**src/rtl/pc_gen_pkg.sv**
```systemverilog
// rtl/pc_gen_pkg.sv - shared types and helpers for the program-counter unit
package pc_gen_pkg;

  localparam int STATE_W = 2;

  typedef enum logic [STATE_W-1:0] {
    BOOT = 2'd0,
    RUN  = 2'd1,
    HALT = 2'd2
  } pc_gen_state_e;

  // Number of low PC bits that must be zero for an aligned fetch address.
  function automatic int align_width(input int instr_bytes);
    return $clog2(instr_bytes);
  endfunction

endpackage

```
**src/rtl/pc_gen_ras.sv**
```systemverilog
// rtl/pc_gen_ras.sv - circular return-address stack; the oldest entry is overwritten when full
module pc_gen_ras #(
  parameter int XLEN  = 32,
  parameter int DEPTH = 4
) (
  input  logic            i_clk,
  input  logic            i_reset,
  input  logic            push,
  input  logic            pop,
  input  logic [XLEN-1:0] push_addr,
  output logic [XLEN-1:0] top_addr,
  output logic            empty,
  output logic            full,
  output logic            underflow
);

  localparam int PW = $clog2(DEPTH);
  localparam int CW = PW + 1;

  logic [XLEN-1:0] mem [DEPTH];
  logic [PW-1:0]   top;
  logic [CW-1:0]   count;

  assign top_addr = mem[top];
  assign empty    = (count == '0);
  assign full     = (count == CW'(DEPTH));

  always_ff @(posedge i_clk) begin
    if (i_reset) begin
      top       <= '0;
      count     <= '0;
      underflow <= 1'b0;
    end else begin
      underflow <= pop && empty;
      if (pop && !empty && push) begin
        // Caller consumes the old top; the new return address takes its slot.
        mem[top] <= push_addr;
      end else if (pop && !empty) begin
        top   <= top - PW'(1);
        count <= count - CW'(1);
      end else if (push) begin
        mem[top + PW'(1)] <= push_addr;
        top               <= top + PW'(1);
        if (!full) count <= count + CW'(1);
      end
    end
  end

endmodule

```
**src/rtl/pc_gen.sv**
```systemverilog
// rtl/pc_gen.sv - fetch PC register with boot/run/halt control, redirect and RAS return selection
module pc_gen
  import pc_gen_pkg::*;
#(
  parameter int              XLEN         = 32,
  parameter logic [XLEN-1:0] RESET_VECTOR = 32'h0000_0000,
  parameter int              INSTR_BYTES  = 4,
  parameter int              RAS_DEPTH    = 4
) (
  input  logic            i_clk,
  input  logic            i_reset,
  input  logic            i_stall,
  input  logic            i_fetch_ready,
  input  logic            i_redirect_valid,
  input  logic [XLEN-1:0] i_redirect_pc,
  input  logic            i_ras_push,
  input  logic [XLEN-1:0] i_ras_push_addr,
  input  logic            i_ras_pop,
  input  logic            i_halt_req,
  input  logic            i_resume,
  output logic [XLEN-1:0] o_pc,
  output logic            o_pc_valid,
  output logic            o_misaligned,
  output logic            o_ras_empty,
  output logic            o_ras_full,
  output logic            o_ras_underflow,
  output logic [1:0]      o_state
);

  localparam int              ALIGN_W    = align_width(INSTR_BYTES);
  localparam logic [XLEN-1:0] ALIGN_MASK = XLEN'((64'd1 << ALIGN_W) - 64'd1);
  localparam logic [XLEN-1:0] PC_STEP    = XLEN'(INSTR_BYTES);

  pc_gen_state_e   state;
  logic            ras_en;
  logic [XLEN-1:0] ras_top;
  logic            redirect_misaligned;

  // A halt request freezes the stack as well as the PC on that edge.
  assign ras_en              = (state == RUN) && !i_halt_req;
  assign redirect_misaligned = |(i_redirect_pc & ALIGN_MASK);
  assign o_state             = state;

  pc_gen_ras #(
    .XLEN  (XLEN),
    .DEPTH (RAS_DEPTH)
  ) u_ras (
    .i_clk     (i_clk),
    .i_reset   (i_reset),
    .push      (i_ras_push && ras_en),
    .pop       (i_ras_pop && ras_en),
    .push_addr (i_ras_push_addr),
    .top_addr  (ras_top),
    .empty     (o_ras_empty),
    .full      (o_ras_full),
    .underflow (o_ras_underflow)
  );

  always_ff @(posedge i_clk) begin
    if (i_reset) begin
      state        <= BOOT;
      o_pc         <= RESET_VECTOR;
      o_pc_valid   <= 1'b0;
      o_misaligned <= 1'b0;
    end else begin
      case (state)
        BOOT: begin
          state      <= RUN;
          o_pc_valid <= 1'b1;
        end
        RUN: begin
          if (i_halt_req) begin
            state      <= HALT;
            o_pc_valid <= 1'b0;
          end else if (i_redirect_valid) begin
            if (redirect_misaligned) begin
              o_misaligned <= 1'b1;
              state        <= HALT;
              o_pc_valid   <= 1'b0;
            end else begin
              o_pc <= i_redirect_pc;
            end
          end else if (i_ras_pop && !o_ras_empty) begin
            o_pc <= ras_top;
          end else if (o_pc_valid && i_fetch_ready && !i_stall) begin
            o_pc <= o_pc + PC_STEP;
          end
        end
        HALT: begin
          if (i_resume) begin
            state        <= RUN;
            o_pc_valid   <= 1'b1;
            o_misaligned <= 1'b0;
          end
        end
        default: begin
          state      <= BOOT;
          o_pc_valid <= 1'b0;
        end
      endcase
    end
  end

endmodule

```
**config.mk**
```make
export PLATFORM = sky130hd
export DESIGN_NAME = pc_gen
export DESIGN_NICKNAME = d
export VERILOG_FILES = /design/src/rtl/pc_gen_pkg.sv /design/src/rtl/pc_gen_ras.sv /design/src/rtl/pc_gen.sv
export SDC_FILE = /design/constraint.sdc
export NUM_CORES = 1
export LEC_CHECK = 0
export ABC_AREA = 0
export BUFFER_PORTS_ARGS = -buffer_cell sky130_fd_sc_hd__buf_2
export CAP_MARGIN = 15
export CORE_AREA = 5 5 132 146
export CTS_CLUSTER_DIAMETER = 50
export DETAILED_ROUTE_END_ITERATION = 8
export DIE_AREA = 0 0 137 151
export REMOVE_ABC_BUFFERS = 1
export SYNTH_ARGS = -nofsm -noshare
export SYNTH_HDL_FRONTEND = slang
export SYNTH_HIERARCHICAL = 1
export SYNTH_SLANG_ARGS = --single-unit
```
**constraint.sdc**
```tcl
create_clock -name i_clk -period 6.7 [get_ports i_clk]
set_input_delay 0.335 -clock i_clk [delete_from_list [all_inputs] [get_ports i_clk]]
set_output_delay 0.335 -clock i_clk [all_outputs]
set_load 0.01 [all_outputs]
```
==> run_results.csv, run 1 <==
group,metric,value,unit
pwr,p_clk_share,42.0,%
floorplan,die_y,151,µm
grt,grt_pass1_vias,5554,
pwr,power.density,262,nW/µm²
synth,ys.flop_type,"edfxtp_1",
place,io_buffers,111,
sta,fin_worst_skew,0.0122,ns
pwr,seqPwrFrac,48.9,%
floorplan,die-area,20700,µm²
final_layout,fill_cells,1529,
setup_path,arrival,3.44,ns
setup_path,r2r-start,"o_pc_valid$_SDFFE_PP0P_",
sta,finalWorstSetupSlack,3.34,ns
place,dp_hpwl,13100,µm
routing,ant_nets,0,
setup_path,crit_required,6.77,ns
setup_path,endpoint_kind,"flip-flop",
final_layout,seq_area,4710,µm²
synth,synthesis.area,7750,µm²
place,pre_cts_slack,3.33,ns
grt,top_usage_layer,"met2",
setup_path,worst_setup_path_start_kind,"flip-flop",
sta,hold-worst-slack,0.131,ns
sta,worstMarginPinSlew,1.09,ns
floorplan,num_rows,51,
floorplan,core,17500,µm²
grt,antenna_found_initial,0,
synth,async_flop_share,0,%
grt,grt_pass1_wl,30700,µm
routing,drt-total-wl,19900,µm
sta,fmax,0.297,GHz
floorplan,start_util,44.2,%
clock_tree,cts_buffers,17,
synth,synth_edf_count,128,
routing,num_vias,5570,
final_layout,drive_above_1_share,29.1,%
pwr,power_switching,0.556,mW
sta,period_share,50.2,%
floorplan,ios,112,
synth,synth-seq-cells,171,
sta,setup_viol,0,
clock_tree,cts.sinks,171,
setup_path,reg2reg_slack,3.34,ns
flow_run,maxCapViolCount,0,
sta,finalSetupTns,0,ns
pwr,combPwrFrac,9.1,%
pwr,peakVddDrop,0.172,mV
clock_tree,holdBufCountCts,0,
hold_path,min_path_type,"in -> reg",
pwr,power,2.40,mW
routing,drtIter0Drc,345,
clock_tree,htreeDepth,4,
setup_path,critPathKind,"reg -> reg",
pwr,internal_power,1.85,mW
sta,slew_headroom,27.3,%
grt,gr-usage-met2,33.8,%
clock_tree,cts_tree,"yes",
clock_tree,cts_root_buffer,"clkbuf_16",
setup_path,critPathCapture,"u_ras/mem[0][30]$_DFFE_PP_",
synth,ys_seq_area_share,60.7,%
pwr,switching_share,23.1,%
clock_tree,postCtsSetupRepairBufs,0,
synth,syn_inst,598,
grt,grt_max_degree,46,
clock_tree,clkLatencyLatePin,0.42,ns
setup_path,r2r-end,"u_ras/mem[0][30]$_DFFE_PP_",
routing,drt-pass1-iter-count,6,
synth,synth-warning-count,6,
clock_tree,clkTransAtPathRegs,0.07,ns
grt,grt_usage,19.7,%
clock_tree,cts-resized-gates,0,
synth,synthDistinctLibCells,71,
sta,hold_viol,0,
final_layout,multi_input_comb_area,2890,µm²
clock_tree,clockBufferDepth,2,
grt,grt_overflow,0,
setup_path,critPathMaxFanout,27,
synth,syn_area_per_cell,13.0,µm²
pwr,cellLeakagePower,3.14,nW
routing,viasPerCell,5.86,
sta,slew_viol_final,0,
sta,rsz0062_at_grt,"no",
grt,grt_use_met1,24.8,%
place,gp_congestion,0.819,
final_layout,area_delta_synth_final,18.6,%
routing,drc_errors,0,
setup_path,cp-startpoint,"o_pc_valid$_SDFFE_PP0P_",
routing,wl_per_cell,20.9,µm
grt,use_met3,3.29,%
floorplan,fp.dieW,137,µm
hold_path,worstHoldStart,"i_ras_push_addr[21]",
run_status,status,"finished clean",
sta,finalCriticalPeriod,3.36,ns
setup_path,worstRegToRegCells,7,
final_layout,fin_nets,776,
==> stage by stage <==
step / utilization [%] / area [µm²] / cells
after floorplan: - / 7590 / 558
after global placement: 48.9 / 8580 / 918
after detailed placement: 48.9 / 8580 / 918
after CTS: 52.3 / 9190 / 950
after global routing: 52.3 / 9190 / 950
final: 52.4 / 9190 / 951
==> power by group through the flow <==
stage / clock, mW / combinational (mW) / sequential (mW)
after detailed placement: 0 / 0.221 / 1.20
after global routing: 1.07 / 0.238 / 1.18
after floorplan: 0 / 0.108 / 1.21
final: 1.01 / 0.220 / 1.18
after CTS: 1.03 / 0.222 / 1.17
after global placement: 0 / 0.216 / 1.20
==> critical path, stage by stage (launching register included) <==
cell and delay [ns]:
dfxtp_1 0.45, nor3b_1 0.61, and2_1 0.39, nand2_1 0.18, ha_1 0.28, or3_1 0.41
a21oi_4 0.27, buf_4 0.42
==> area by class of cell <==
cell class,count,share of cell area [%]
sequential,171,51.2
multi-input combinational,377,31.5
timing repair buffer,122,6.95
clock buffer,19,4.82
tap,238,3.24
clock inverter,13,1.78
inverter,10,0.463
antenna,1,0.0272
==> Yosys cell counts, drive strengths merged (2+ instances only) <==
master / instances / area share, %
mux4: 32 / 9.3
nand4: 11 / 1.1
a31oi: 8 / 0.65
a211oi: 14 / 1.4
and3: 8 / 0.65
nand2: 38 / 1.8
inv: 9 / 0.44
a21oi: 47 / 3.0
nand3: 23 / 1.6
xor2: 5 / 0.57
buf: 9 / 0.57
or4bb: 2 / 0.29
o211ai: 6 / 0.58
mux2: 2 / 0.29
or3: 8 / 0.71
and4: 3 / 0.36
nor2b: 2 / 0.16
and2: 5 / 0.40
nor3: 16 / 1.0
dfxtp: 43 / 11
o211a: 2 / 0.26
nor4b: 3 / 0.34
or4: 5 / 0.53
xnor2: 3 / 0.34
edfxtp: 128 / 50
nand2b: 8 / 0.65
o21ai: 35 / 2.3
o32ai: 2 / 0.23
o21bai: 2 / 0.19
clkbuf: 31 / 1.5
a221oi: 2 / 0.23
ha: 3 / 0.48
a311oi: 4 / 0.45
o21a: 5 / 0.48
o311ai: 2 / 0.23
a21o: 4 / 0.39
nor2: 29 / 1.4
or2: 2 / 0.16
or3b: 2 / 0.23
nand3b: 3 / 0.29
mux2i: 5 / 0.65
nor4: 7 / 0.57
==> per-layer routing <==
metal / wire (µm) / vias to the layer above / share of wire, %
met5: 0 / - / 0
met3: 1100 / 36 / 5.5
met4: 480 / 0 / 2.4
li1: - / 2556 / -
met2: 10200 / 206 / 51
met1: 8160 / 2772 / 41
==> worst min-delay path by stage <==
stage / to / slack [ns] / depth (start not counted)
finish: u_ras/mem[3][21]$_DFFE_PP_ / 0.13 / 1
global route: u_ras/mem[3][3]$_DFFE_PP_ / 0.12 / 1
CTS: u_ras/mem[1][3]$_DFFE_PP_ / 0.11 / 1
detailed placement: o_misaligned$_SDFFE_PP0P_ / 0.48 / 2
global placement: o_misaligned$_SDFFE_PP0P_ / 0.47 / 2
floorplan: o_pc[12]$_SDFFE_PP0P_ / 0.40 / 1
==> flip-flops by register name, indices dropped and copies added, names as in the netlist, named ones only <==
signal	count
u_ras/mem	128
u_ras/top	2
o_pc_valid	1
o_misaligned	1
o_state	1
u_ras/underflow	1
o_pc	32
u_ras/count	3
==> placed cells by master (no fill, tap or decap), drive strengths merged, types with 4 or more instances in the layout <==
cell type,n
edfxtp,128
nor2,29
a311oi,4
and3,8
nand2,38
nand2b,8
or4,5
o21ai,35
clkbuf,19
and2,5
mux2i,5
dfxtp,43
clkinv,7
a211oi,14
o21a,5
a21o,4
mux4,32
a31oi,8
nor3,16
or3,8
nor4,7
xor2,5
inv,13
nand4,11
nand3,23
o211ai,6
a21oi,47
buf,122
==> cell families after synthesis <==
kind of cell / count (synthesis) / share of synthesized area [%]
DFF: 171 / 60.7
muxes: 39 / 10.2
adders and majority gates: 4 / 0.743
buffers and inverters: 50 / 2.63
xor gates and xnor gates: 8 / 0.904
AOI/OAI and AO/OA: 146 / 11.9
and+or+nand+nor: 180 / 12.9
No activity file was read; power rests on OpenSTA's default activity.
==> run 2, diff against run 1 <==
==> constraint.sdc (replaced) <==
create_clock -name i_clk -period 3.1 [get_ports i_clk]
set_input_delay 0.155 -clock i_clk [delete_from_list [all_inputs] [get_ports i_clk]]
set_output_delay 0.155 -clock i_clk [all_outputs]
set_load 0.01 [all_outputs]
==> run 2 against run 1 <==
Against the previous run: core utilization rose by 2.4 points; register-to-register slack worse by 3.0 ns; clock power rose by 100%; non-clock buffer count increased by 49; final cell count rose by 5.0%; fmax grew 22%; critical path type unchanged; critical endpoint is now u_ras/mem[0][24]$_DFFE_PP_; largest power group unchanged.
==> run_results.csv, run 2 (synthesis gave the netlist of run 1 again) <==
group,metric,value,unit
routing,drtIter0Drc,571,
flow_run,maxCapViolCount,0,
hold_path,worstHoldStart,"i_redirect_pc[27]",
floorplan,die-area,20700,µm²
sta,finalSetupTns,0,ns
pwr,peakVddDrop,0.394,mV
final_layout,drive_above_1_share,29.2,%
final_layout,fin_nets,825,
sta,setup_viol,0,
final_layout,mostFrequentLayoutCells,"edfxtp_1, buf_2, a21oi_1",
grt,grt_overflow,0,
floorplan,ios,112,
setup_path,worst-path-buf-inv,1,
sta,worstMarginPinSlew,0.629,ns
grt,grt_max_degree,40,
grt,grt_pass1_vias,5595,
floorplan,fp.dieW,137,µm
place,dp_hpwl,14800,µm
setup_path,cp_cell_sequence,"nor3b_1, and2_1, nand2_1, ha_1, or3_1, a21oi_4, buf_4",
hold_path,holdPathEnd,"o_pc[27]$_SDFFE_PP0P_",
sta,finalWorstSetupSlack,0.355,ns
floorplan,die_y,151,µm
final_layout,largest_reg_flops,128,
grt,grt_usage,20.7,%
routing,num_vias,5683,
clock_tree,clkTransAtPathRegs,0.07,ns
sta,hold_viol,0,
clock_tree,clockBufferDepth,2,
setup_path,critPathKind,"reg -> reg",
pwr,cellLeakagePower,3.34,nW
clock_tree,cts-resized-gates,0,
final_layout,multi_input_comb_area,2890,µm²
setup_path,cp_slowest_stage_delay,0.44,ns
hold_path,min_path_type,"in -> reg",
sta,finalCriticalPeriod,2.75,ns
setup_path,endpoint_kind,"flip-flop",
clock_tree,holdBufCountCts,32,
sta,fin_worst_skew,0.0120,ns
grt,grt_pass1_wl,32200,µm
setup_path,critical-path-slowest-cell,"dfxtp_1",
sta,slew_headroom,58.0,%
routing,drc_errors,0,
final_layout,seq_area,4710,µm²
final_layout,diodes,0,
setup_path,crit_required,3.20,ns
routing,viasPerCell,5.69,
routing,drt-pass1-iter-count,5,
routing,drt-total-wl,20700,µm
setup_path,critPathMaxFanout,18,
floorplan,num_rows,51,
final_layout,top_register,"u_ras/mem",
clock_tree,htreeDepth,4,
clock_tree,cts_tree,"yes",
hold_path,worstHoldPathCells,3,
final_layout,top_regs,"u_ras/mem x128, o_pc x32, u_ras/count x3",
routing,ant_nets,0,
routing,wl_per_cell,20.7,µm
sta,fmax,0.364,GHz
place,gp_congestion,0.898,
setup_path,cp_top_family,"simple AND/OR/NAND/NOR gates",
place,io_buffers,111,
setup_path,r2r-end,"u_ras/mem[0][24]$_DFFE_PP_",
setup_path,worst_setup_path_start_kind,"flip-flop",
sta,period_share,88.6,%
final_layout,fill_cells,1483,
clock_tree,cts.sinks,171,
floorplan,core,17500,µm²
setup_path,reg2reg_slack,0.35,ns
run_status,status,"finished clean",
floorplan,start_util,44.2,%
sta,rsz0062_at_grt,"no",
final_layout,area_delta_synth_final,23.9,%
setup_path,worstRegToRegCells,7,
final_layout,final_common_cell,"edfxtp_1",
clock_tree,cts_buffers,17,
setup_path,arrival,2.84,ns
grt,antenna_found_initial,0,
clock_tree,cts_root_buffer,"clkbuf_16",
pwr,power.density,536,nW/µm²
clock_tree,clkLatencyLatePin,0.42,ns
setup_path,r2r-start,"o_pc_valid$_SDFFE_PP0P_",
place,pre_cts_slack,0.356,ns
sta,slew_viol_final,0,
clock_tree,postCtsSetupRepairBufs,0,
run 2: cell types whose count changed in the layout (fill, tap and decap cells not counted), sizes merged:
cell         delta
diode           -1
clkinv          -1
dlygate4sd3    +32
buf            +17
clkinvlp        +2
bufinv          -1
run 2: worst register-to-register path: stages, from the launching register on:
cell     delay (ns)
dfxtp_1        0.44
nor3b_1        0.26
and2_1         0.36
nand2_1        0.18
ha_1           0.30
or3_1          0.42
a21oi_4        0.17
buf_4          0.29
run 2: worst max-delay path by stage:
stage                     depth (start not counted)  slack, ns                     from                         end
final                                             7       0.35  o_pc_valid$_SDFFE_PP0P_  u_ras/mem[0][24]$_DFFE_PP_
after floorplan                                   6      -1.25  o_pc_valid$_SDFFE_PP0P_   u_ras/mem[1][0]$_DFFE_PP_
after global placement                            7       0.47  o_pc_valid$_SDFFE_PP0P_  u_ras/mem[0][25]$_DFFE_PP_
after detailed placement                          7       0.36  o_pc_valid$_SDFFE_PP0P_  u_ras/mem[0][25]$_DFFE_PP_
after global routing                              7       0.18  o_pc_valid$_SDFFE_PP0P_  u_ras/mem[2][28]$_DFFE_PP_
after CTS                                         7       0.34  o_pc_valid$_SDFFE_PP0P_  u_ras/mem[0][24]$_DFFE_PP_
run 2: where the power goes:
| group | switching (mW) | internal [mW] |
|---|---|---|
| registers | 0.0627 | 2.50 |
| clock network | 0.873 | 1.19 |
| logic | 0.281 | 0.241 |
| total | 1.22 | 3.93 |
run 2: per-stage QoR:
| step | area, µm² | util (%) | cells | total power [mW] | hold WS (ns) |
|---|---|---|---|---|---|
| after floorplan | 7590 | - | 558 | 2.85 | 0.224 |
| after global placement | 8710 | 49.6 | 935 | 3.09 | 0.370 |
| after detailed placement | 8710 | 49.6 | 935 | 3.10 | 0.379 |
| after CTS | 9600 | 54.7 | 999 | 5.19 | 0.0138 |
| after global routing | 9600 | 54.7 | 999 | 5.36 | 0.0510 |
| final | 9600 | 54.7 | 999 | 5.15 | 0.0338 |
run 2: metal layers:
metal,global-route usage [%],routed length (µm)
met1,30.0,9560
met2,32.2,9790
met3,4.29,1150
met4,4.59,192
met5,0,0
run 2: cell type report:
type,instances,share of cell area (%)
clock buffers,19,4.51
clock inverters,13,1.49
repair buffers,171,11.3
flip-flops and latches,171,49.0
multi-input cells,377,30.1
inverters,10,0.443
well taps,238,3.10
==> run 3, diff against run 2 <==
--- a/config.mk
+++ b/config.mk
@@ -8,10 +8,11 @@
 export ABC_AREA = 0
 export BUFFER_PORTS_ARGS = -buffer_cell sky130_fd_sc_hd__buf_2
 export CAP_MARGIN = 15
-export CORE_AREA = 5 5 132 146
+export CORE_AREA = 5 5 121 134
 export CTS_CLUSTER_DIAMETER = 50
 export DETAILED_ROUTE_END_ITERATION = 8
-export DIE_AREA = 0 0 137 151
+export DIE_AREA = 0 0 126 139
+export PLACE_DENSITY = 0.75
 export REMOVE_ABC_BUFFERS = 1
 export SYNTH_ARGS = -nofsm -noshare
 export SYNTH_HDL_FRONTEND = slang
==> run 3 against run 2 <==
Against the previous run: fmax down 3.1%; non-clock buffer count down 2; clock power up 9%; worst hold slack worse by 0.0014 ns; wire length down 2.2%; largest cell class unchanged; largest power group unchanged.
==> run_results.csv, run 3 (synthesis gave the netlist of run 1 again) <==
group,metric,value,unit
sta,finalCriticalPeriod,2.83,ns
final_layout,utilization,64.8,%
sta,hold-worst-slack,0.0324,ns
setup_path,worst-path-buf-inv,1,
setup_path,crit_required,3.18,ns
sta,hold_viol,0,
final_layout,finalInstanceArea,9610,µm²
pwr,cellLeakagePower,3.36,nW
sta,fmax,0.353,GHz
sta,worstMarginPinSlew,0.927,ns
sta,rsz0062_at_grt,"no",
final_layout,largest_reg_flops,128,
grt,grt_pass1_wl,31700,µm
clock_tree,clkLatencyLatePin,0.43,ns
sta,finalWorstSetupSlack,0.267,ns
final_layout,area_delta_synth_final,24.0,%
clock_tree,cts_buffers,17,
floorplan,num_rows,47,
place,place_area,8650,µm²
sta,fin_worst_skew,0.0113,ns
clock_tree,postCtsSetupRepairBufs,0,
setup_path,reg2reg_slack,0.27,ns
setup_path,critical-path-slowest-cell,"dfxtp_1",
pwr,peakVddDrop,0.392,mV
final_layout,mostFrequentLayoutCells,"edfxtp_1, buf_2, a21oi_1",
floorplan,ios,112,
final_layout,top_register,"u_ras/mem",
grt,grt_use_met1,29.5,%
grt,gr-usage-met2,38.8,%
clock_tree,clockBufferDepth,2,
grt,grt_usage,23.2,%
pwr,power.density,555,nW/µm²
sta,period_share,91.4,%
clock_tree,htreeDepth,4,
clock_tree,clkTransAtPathRegs,0.07,ns
clock_tree,cts_root_buffer,"clkbuf_16",
routing,wl_per_cell,21.2,µm
setup_path,critPathKind,"reg -> reg",
final_layout,drive_above_1_share,29.4,%
floorplan,die-area,17500,µm²
sta,slew_headroom,38.2,%
clock_tree,cts_tree,"yes",
routing,viasPerCell,6.17,
grt,antenna_found_initial,0,
setup_path,critPathMaxFanout,22,
hold_path,min_path_type,"in -> reg",
routing,drc_errors,0,
clock_tree,cts.sinks,171,
place,io_buffers,111,
grt,grt_pass1_vias,5842,
run_status,status,"finished clean",
floorplan,core,14800,µm²
grt,grt_max_degree,45,
grt,use_met3,5.01,%
place,pre_cts_slack,0.323,ns
final_layout,final_common_cell,"edfxtp_1",
setup_path,endpoint_kind,"flip-flop",
sta,setup_viol,0,
routing,drt-total-wl,20200,µm
setup_path,cp_cell_sequence,"nor3b_1, and2_1, nand2_1, ha_1, or3_1, a21oi_4, buf_4",
floorplan,fp.dieW,126,µm
floorplan,die_y,139,µm
grt,grt_overflow,0,
routing,num_vias,5890,
final_layout,diodes,0,
final_layout,top_regs,"u_ras/mem x128, o_pc x32, u_ras/count x3",
setup_path,arrival,2.92,ns
routing,drt-pass1-iter-count,5,
grt,top_usage_layer,"met2",
sta,finalSetupTns,0,ns
clock_tree,cts-resized-gates,0,
setup_path,cp_top_family,"simple AND/OR/NAND/NOR gates",
routing,ant_nets,0,
sta,slew_viol_final,0,
setup_path,cp_slowest_stage_delay,0.43,ns
routing,drtIter0Drc,621,
place,dp_hpwl,13500,µm
final_layout,fin_nets,823,
place,gp_congestion,0.901,
flow_run,maxCapViolCount,0,
floorplan,start_util,52.3,%
setup_path,worst_setup_path_start_kind,"flip-flop",
==> run 3: layout make-up <==
type,count,area (µm²)
repair buffers,169,1080
well taps,196,245
clock buffers,21,482
clock inverters,11,156
inverters,10,42.5
fillers,1094,5210
multi-input cells,377,2890
flip-flops and latches,171,4710
==> run 3: timing repair <==
| action | in CTS | in global routing |
|---|---|---|
| hold buffers | 32 | 0 |
| endpoints found under the hold margin | 128 | 0 |
| endpoints found under the setup margin | 0 | 0 |
==> run 3: final timing paths <==
kind,start,to,cells after the start
setup / recovery,o_pc_valid$_SDFFE_PP0P_,u_ras/mem[2][18]$_DFFE_PP_,7
hold / removal,i_redirect_pc[21],o_pc[21]$_SDFFE_PP0P_,3
setup reg to reg,o_pc_valid$_SDFFE_PP0P_,u_ras/mem[2][18]$_DFFE_PP_,7
hold reg to reg,o_misaligned$_SDFFE_PP0P_,o_misaligned$_SDFFE_PP0P_,2
==> run 3: metrics by stage <==
| stage | total power, mW | std cells |
|---|---|---|
| CTS | 5.35 | 955 |
| global route | 5.51 | 955 |
| global placement | 3.07 | 891 |
| detailed placement | 3.09 | 891 |
| floorplan | 2.85 | 558 |
| finish | 5.33 | 955 |
==> run 3: routing by layer <==
| layer | wire (µm) | part of all wire, % | vias up |
|---|---|---|---|
| met2 | 10100 | 50 | 335 |
| met4 | 550 | 2.7 | 0 |
| met3 | 1760 | 8.7 | 47 |
| met5 | 0 | 0 | - |
| met1 | 7860 | 39 | 2854 |
| li1 | - | - | 2654 |
==> run 3: worst register-to-register path, cell delays in order, from the launching register on <==
cell and delay (ns):
dfxtp_1 0.43, nor3b_1 0.26, and2_1 0.35, nand2_1 0.19, ha_1 0.31, or3_1 0.42, a21oi_4 0.17, buf_4 0.36
==> run 3: report_power, final <==
group / switching, mW / internal [mW]
combinational: 0.273 / 0.244
clock: 0.882 / 1.37
sequential: 0.0618 / 2.50
total: 1.22 / 4.11
